File: src/rtl/sattn_cmd_dispatch.sv
// Command FIFO and in-order dispatcher for the sparse-attention engines, MMIO programmed.
// Define SATTN_DISPATCH_PERF_EN to build per-engine busy-cycle counters.
module sattn_cmd_dispatch #(
  parameter int unsigned ADDR_WIDTH = 16,
  parameter int unsigned DATA_WIDTH = 64,
  parameter int unsigned QDEPTH     = 4,
  parameter int unsigned NUM_ENG    = 4,
  parameter int unsigned OPC_W      = 8,
  parameter int unsigned TO_W       = 16
) (
  input  logic                  clk,
  input  logic                  rst,
  input  logic                  mmio_wen,
  input  logic [ADDR_WIDTH-1:0] mmio_addr,
  input  logic [DATA_WIDTH-1:0] mmio_wdata,
  output logic [DATA_WIDTH-1:0] mmio_rdata,
  output logic [NUM_ENG-1:0]    eng_start,
  output logic [OPC_W-1:0]      eng_opcode,
  input  logic [NUM_ENG-1:0]    eng_done,
  output logic                  busy,
  output logic                  irq
);
  localparam int unsigned PW = $clog2(QDEPTH);
  localparam logic [ADDR_WIDTH-1:0] AddrPush    = ADDR_WIDTH'(32'h00);
  localparam logic [ADDR_WIDTH-1:0] AddrStatus  = ADDR_WIDTH'(32'h08);
  localparam logic [ADDR_WIDTH-1:0] AddrDoneCnt = ADDR_WIDTH'(32'h10);
  localparam logic [ADDR_WIDTH-1:0] AddrLastCyc = ADDR_WIDTH'(32'h18);
  localparam logic [ADDR_WIDTH-1:0] AddrTimeout = ADDR_WIDTH'(32'h20);
  localparam logic [ADDR_WIDTH-1:0] AddrCtrl    = ADDR_WIDTH'(32'h28);

  typedef enum logic [1:0] {StIdle, StIssue, StWait, StComplete} state_e;

  logic [OPC_W-1:0] q_opc [QDEPTH];
  logic [7:0]       q_eng [QDEPTH];
  logic [15:0]      q_tag [QDEPTH];

  state_e           state_q;
  logic [PW:0]      wr_ptr_q, rd_ptr_q, occ;
  logic [7:0]       cur_eng_q;
  logic [15:0]      cur_tag_q, last_tag_q;
  logic             cur_to_q, last_to_q, ovf_q, err_q, irq_q;
  logic [31:0]      cyc_cnt_q, last_cyc_q, done_cnt_q;
  logic [TO_W-1:0]  to_limit_q;
  logic [NUM_ENG-1:0] eng_start_q, sel_mask;
  logic [OPC_W-1:0] eng_opcode_q;

  logic wr_push, wr_status, wr_timeout, flush;
  logic empty, full, push, pop, head_ok, sel_done, other_done, timeout_hit;
  logic [PW-1:0] rd_idx, wr_idx;
  logic unused_wdata;

  assign unused_wdata = ^mmio_wdata;

  assign wr_push    = mmio_wen && (mmio_addr == AddrPush);
  assign wr_status  = mmio_wen && (mmio_addr == AddrStatus);
  assign wr_timeout = mmio_wen && (mmio_addr == AddrTimeout);
  assign flush      = mmio_wen && (mmio_addr == AddrCtrl) && mmio_wdata[0];

  // Pointers carry one extra wrap bit so full and empty are distinguishable.
  assign occ    = wr_ptr_q - rd_ptr_q;
  assign empty  = (occ == '0);
  assign full   = (occ == (PW+1)'(QDEPTH));
  assign rd_idx = rd_ptr_q[PW-1:0];
  assign wr_idx = wr_ptr_q[PW-1:0];
  assign push   = wr_push && !full && !flush;
  assign pop    = (state_q == StIdle) && !empty;
  assign head_ok = 32'(q_eng[rd_idx]) < NUM_ENG;

  always_comb begin
    sel_mask = '0;
    for (int i = 0; i < NUM_ENG; i++) sel_mask[i] = (cur_eng_q == 8'(i));
  end

  assign sel_done    = |(eng_done & sel_mask);
  assign other_done  = |(eng_done & ~sel_mask);
  assign timeout_hit = (to_limit_q != '0) && (cyc_cnt_q >= 32'(to_limit_q));

  always_ff @(posedge clk) begin
    if (push) begin
      q_opc[wr_idx] <= mmio_wdata[OPC_W-1:0];
      q_eng[wr_idx] <= mmio_wdata[15:8];
      q_tag[wr_idx] <= mmio_wdata[31:16];
    end
  end

  always_ff @(posedge clk or posedge rst) begin
    if (rst) begin
      state_q      <= StIdle;
      wr_ptr_q     <= '0;
      rd_ptr_q     <= '0;
      cur_eng_q    <= '0;
      cur_tag_q    <= '0;
      cur_to_q     <= 1'b0;
      last_tag_q   <= '0;
      last_to_q    <= 1'b0;
      ovf_q        <= 1'b0;
      err_q        <= 1'b0;
      irq_q        <= 1'b0;
      cyc_cnt_q    <= '0;
      last_cyc_q   <= '0;
      done_cnt_q   <= '0;
      to_limit_q   <= '0;
      eng_start_q  <= '0;
      eng_opcode_q <= '0;
    end else begin
      eng_start_q <= '0;
      irq_q       <= 1'b0;
      if (wr_timeout) to_limit_q <= mmio_wdata[TO_W-1:0];
      // W1C clears come first so a same-cycle set wins.
      if (wr_status && mmio_wdata[3]) ovf_q <= 1'b0;
      if (wr_status && mmio_wdata[4]) err_q <= 1'b0;
      if (wr_push && full && !flush) ovf_q <= 1'b1;
      if (push) wr_ptr_q <= wr_ptr_q + 1'b1;
      if (flush) rd_ptr_q <= wr_ptr_q;
      else if (pop) rd_ptr_q <= rd_ptr_q + 1'b1;

      unique case (state_q)
        StIdle: begin
          if (!empty) begin
            cur_eng_q <= q_eng[rd_idx];
            cur_tag_q <= q_tag[rd_idx];
            cur_to_q  <= 1'b0;
            cyc_cnt_q <= '0;
            if (head_ok) begin
              eng_opcode_q <= q_opc[rd_idx];
              state_q      <= StIssue;
            end else begin
              err_q   <= 1'b1;
              state_q <= StComplete;
            end
          end
        end
        StIssue: begin
          eng_start_q <= sel_mask;
          cyc_cnt_q   <= '0;
          state_q     <= StWait;
        end
        StWait: begin
          if (other_done) err_q <= 1'b1;
          if (sel_done) begin
            eng_opcode_q <= '0;
            state_q      <= StComplete;
          end else if (timeout_hit) begin
            cur_to_q     <= 1'b1;
            err_q        <= 1'b1;
            eng_opcode_q <= '0;
            state_q      <= StComplete;
          end else begin
            cyc_cnt_q <= cyc_cnt_q + 1'b1;
          end
        end
        StComplete: begin
          done_cnt_q <= done_cnt_q + 1'b1;
          last_cyc_q <= cyc_cnt_q;
          last_tag_q <= cur_tag_q;
          last_to_q  <= cur_to_q;
          irq_q      <= 1'b1;
          state_q    <= StIdle;
        end
        default: state_q <= StIdle;
      endcase
    end
  end

`ifdef SATTN_DISPATCH_PERF_EN
  logic [63:0] perf_q [NUM_ENG];
  logic        perf_clr;

  assign perf_clr = mmio_wen && (mmio_addr == ADDR_WIDTH'(32'h38));

  always_ff @(posedge clk or posedge rst) begin
    if (rst) begin
      for (int i = 0; i < NUM_ENG; i++) perf_q[i] <= '0;
    end else begin
      for (int i = 0; i < NUM_ENG; i++) begin
        if (perf_clr) perf_q[i] <= '0;
        else if (state_q == StWait && sel_mask[i]) perf_q[i] <= perf_q[i] + 64'd1;
      end
    end
  end
`endif

  always_comb begin
    mmio_rdata = '0;
    case (mmio_addr)
      AddrStatus: begin
        mmio_rdata[0]     = busy;
        mmio_rdata[1]     = empty;
        mmio_rdata[2]     = full;
        mmio_rdata[3]     = ovf_q;
        mmio_rdata[4]     = err_q;
        mmio_rdata[15:8]  = 8'(occ);
        mmio_rdata[31:16] = last_tag_q;
        mmio_rdata[32]    = last_to_q;
      end
      AddrDoneCnt: mmio_rdata[31:0] = done_cnt_q;
      AddrLastCyc: mmio_rdata[31:0] = last_cyc_q;
      AddrTimeout: mmio_rdata[TO_W-1:0] = to_limit_q;
      default: ;
    endcase
`ifdef SATTN_DISPATCH_PERF_EN
    for (int i = 0; i < NUM_ENG; i++) begin
      if (mmio_addr == ADDR_WIDTH'(32'h40 + 8 * i)) mmio_rdata = perf_q[i];
    end
`endif
  end

  assign busy       = (state_q != StIdle);
  assign irq        = irq_q;
  assign eng_start  = eng_start_q;
  assign eng_opcode = eng_opcode_q;

endmodule

File: config.mk
export PLATFORM = sky130hd
export DESIGN_NAME = sattn_cmd_dispatch
export DESIGN_NICKNAME = d
export VERILOG_FILES = /design/src/rtl/sattn_cmd_dispatch.sv
export SDC_FILE = /design/constraint.sdc
export NUM_CORES = 1
export LEC_CHECK = 0
export CORE_MARGIN = 3
export CORE_UTILIZATION = 38
export CTS_CLUSTER_SIZE = 12
export DETAILED_ROUTE_END_ITERATION = 10
export PLACE_DENSITY = 0.66
export SLEW_MARGIN = 10
export SYNTH_ARGS = -nofsm -noshare
export SYNTH_HDL_FRONTEND = slang
export SYNTH_SLANG_ARGS = --single-unit
File: constraint.sdc
create_clock -name clk -period 8.9 [get_ports clk]
set_clock_uncertainty 0.2 [all_clocks]
set_input_delay 1.335 -clock clk [delete_from_list [all_inputs] [get_ports clk]]
set_output_delay 1.335 -clock clk [all_outputs]
set_load 0.03 [all_outputs]
==> metrics.md <==
| Metric | Value |
|---|---|
| Sequential element share of the synthesized area | between 60% and 70% |
| P&R area growth vs syn | 17.0% |
| Crit. End Element | output pin |
| First-pass GRT wire length | roughly 48 mm |
| Hold Path Class | reg -> reg |
| Largest area contributor in the netlist | dfrtp_1 |
| Vias in the first global route | 8358 |
| Peak supply drop | 0.000164 V |
| Crit-path max cell delay | between 0.7 and 0.8 ns |
| Via-per-instance ratio | 5.34 |
| Hold Fails Final Rpt | 0 |
| Yosys reg bits | about 300 |
| Clock sink count | 305 |
| Placed Area | 0.0150 mm2 |
| CTS resizes | 0 |
| Mux cell area share after synthesis | 11.9% |
| Tcrit/Tclk final | 67.1% |
| Root buf cell | clkbuf_16 |
| Post-Synth Adder-Cell Area | about 2.7% |
| Post-Synth Simple-Gate Area | under 10% |
| Row Count | a little under 70 |
| Skew-Pair Late Insertion Delay | 0.55 ns |
| Finished Core Util | 45.5% |
| Worst slew margin | 35.6% |
| Postcts setup bufs | 0 |
| Initial antenna violation count | 0 |
| Synth area leaders | dfrtp_1 33%, edfxtp_1 28%, mux2_2 6.2% |
| WHS | 0.293 ns |
| Initial Util | 38.9% |
| Power density cells | 244 mW/mm2 |
| Mapped Area | 0.0136 mm2 |
| Die height | 195 um |
| CP Max Fanout | 32 |
| Total number of vias | 8470 |
| DRC | 0 |
| Final WL | 30.7 mm |
| CP startpoint kind | input port |
| Most common cell after layout, fill and taps aside | dfrtp_1 |
| Max clock buf depth | 3 |
| Critical path class | in -> out |
| Synth Area in XOR/XNOR | 3.14% |
| CTS Buf Count | 31 |
| Yosys top cell area share | 32.6% |
| Lkg Pwr | 6.36 nW |
| Number of flops mapped to enable cells by yosys | 128 |
| Core Region | 0.0349 mm2 |
| DIE AREA | ~0.038 mm2 |
| Fin area | roughly 0.016 mm2 |
| Placed Cells | 1533 |
| Iteration-0 DRC Markers | 708 |
| Ys Warns | 0 |
| Wire length per cell | 19.3 um |
| Max Slew Vio Count | 0 |
| N_diodes | 0 |
| Compound-Gate Fraction of Synth Area | 7.05% |
| Sequential Area | 0.00827 mm2 |
| Net count, final | 1227 |
| Setup TNS | 0 ns |
| Cells after Synth | 1005 |
| Number of port buffers | roughly 100 |
| Async set-reset flop share out of synthesis | 58.0% |
| Crit-path cells | clkdlybuf4s50_1 > nor4_1 > nand3_1 > nor2_1 > nand2_1 > nor2_4 > a222oi_1 > inv_1 > clkdlybuf4s50_1 |
| RSZ-0062 raised after global routing | no |
| Fin worst setup slack | 2.93 ns |
| Most frequent cells in the layout | 176 x dfrtp_1, 128 x edfxtp_1, 101 x clkdlybuf4s50_1 |
| Hpwl dp | 20.9 mm |
| FMAX | 0.167 GHz |
| Required time worst endpoint | around 7.4 ns |
| Fill cells | 3132 |
| Max_cap viols | 0 |
| Min Tclk post-route | 5.97 ns |
| Syn avg cell area | ~14 um2 |
| Die W | 195 um |
| Largest family of logic cells by synthesized area | multiplexers |
| Pre-CTS setup slack | 2.86 ns |
| Total power draw | 3.88 mW |
| Post-route non-filler standard cell count | 1587 |
| Layout cell share with drive strength beyond 1 | 15.9% |
| Post-CTS Hold Fix Bufs | 0 |
| Post-synth top flop | dfrtp_1 |
| Final ANT Viol Nets | 0 |
| Worst-path clk slew | around 0.06 ns |
| Slew @ Worst Pin | about 0.96 ns |
| Gp weighted congestion | 0.853 |
| GRT Util Overall | 15.8% |
| Grt ovf | 0 |
| Area occupied by multi-input gates | roughly 0.0048 mm2 |
| Crit-path slowest cell | nor2_4 |
| Clock tree from TritonCTS | yes |
| Setup violators final | 0 |
| Cell mode on critical path | clkdlybuf4s50_1 |
| First-pass DRT Iterations | 7 |
| Status | completed |
| Largest net degree at the start of global routing | 67 |
| # IOs | 165 |
| Worst path arrival time | 4.44 ns |
| H-tree depth | 1 |
| Synth unique cells | 67 |
[power breakdown]
part	internal [mW]	switching, mW	total (mW)	leakage [nW]
Sequential	1.62	0.118	1.74	3.40
Combinational	0.459	0.509	0.968	2.52
Clock	0.665	0.505	1.17	0.442
[critical path, delay by kind of cell]
family | cells | cell delay, ns
AND/OR/NAND/NOR | 5 | 1.52
AO/OA/AOI/OAI | 1 | 0.34
buffers and inverters | 3 | 1.23
[final timing paths]
path	from	endpoint	slack (ns)	cells after the start
worst max-delay path	mmio_addr[9]	mmio_rdata[7]	2.93	9
worst min-delay path	done_cnt_q[14]	done_cnt_q[14]	0.29	1
worst max register to register	rd_ptr_q[0]	cyc_cnt_q[31]	4.57	10
worst min register to register	done_cnt_q[14]	done_cnt_q[14]	0.29	1
max in group asynchronous	rst	eng_start[1]	6.27	3
min in group asynchronous	rst	done_cnt_q[25]	1.02	2
[final cells by class]
cell class | count | area share (%)
timing repair buffer | 116 | 7.07
multi-input combinational | 595 | 30.1
clock inverter | 6 | 0.205
clock buffer | 48 | 5.47
inverter | 62 | 1.50
sequential | 305 | 52.1
tap | 455 | 3.58
[routing by layer]
metal | track usage (%) | vias up | part of all wire [%] | routed length, um
met1 | 22.0 | 4273 | 44 | 13600
li1 | - | 3891 | - | -
met4 | 3.86 | 0 | 2.1 | 645
met3 | 2.19 | 39 | 5.8 | 1780
met2 | 26.5 | 267 | 48 | 14700
met5 | 0 | - | 0 | 0
[synthesized netlist by cell type (3+ instances only)]
library cell	n
inv_1	62
mux4_2	33
buf_2	9
clkbuf_1	28
buf_6	3
o22ai_1	3
nor2_1	44
nand2_1	64
o21ai_0	34
a221o_1	5
nand3_1	30
and4_1	3
nand4_1	15
and3_1	6
ha_1	28
xnor2_1	36
a222oi_1	24
mux2_2	75
or3_1	13
edfxtp_1	128
buf_4	31
xor2_1	10
dfrtp_1	177
nor3_1	12
nor3b_1	4
a32o_1	8
and2_1	8
nand2b_1	6
a22oi_1	6
or4_1	4
a22o_1	3
mux2i_1	3
a31oi_1	3
nor4_1	18
a21oi_1	32
[cells by family after synthesis]
kind of cell | after synthesis
compound gates | 135
xor+xnor | 47
fa+ha+maj | 29
buf+inv | 135
flops | 305
mux | 111
other cells | 1
simple gates | 242
[sequential cells by signal, indices dropped and copies added, names as in the netlist, 16 cells and up]
name / flops
q_tag: 64
cyc_cnt_q: 32
done_cnt_q: 32
last_cyc_q: 32
q_eng: 32
q_opc: 32
cur_tag_q: 16
last_tag_q: 16
to_limit_q: 16
Note: power is estimated with default switching activity, not from simulation.
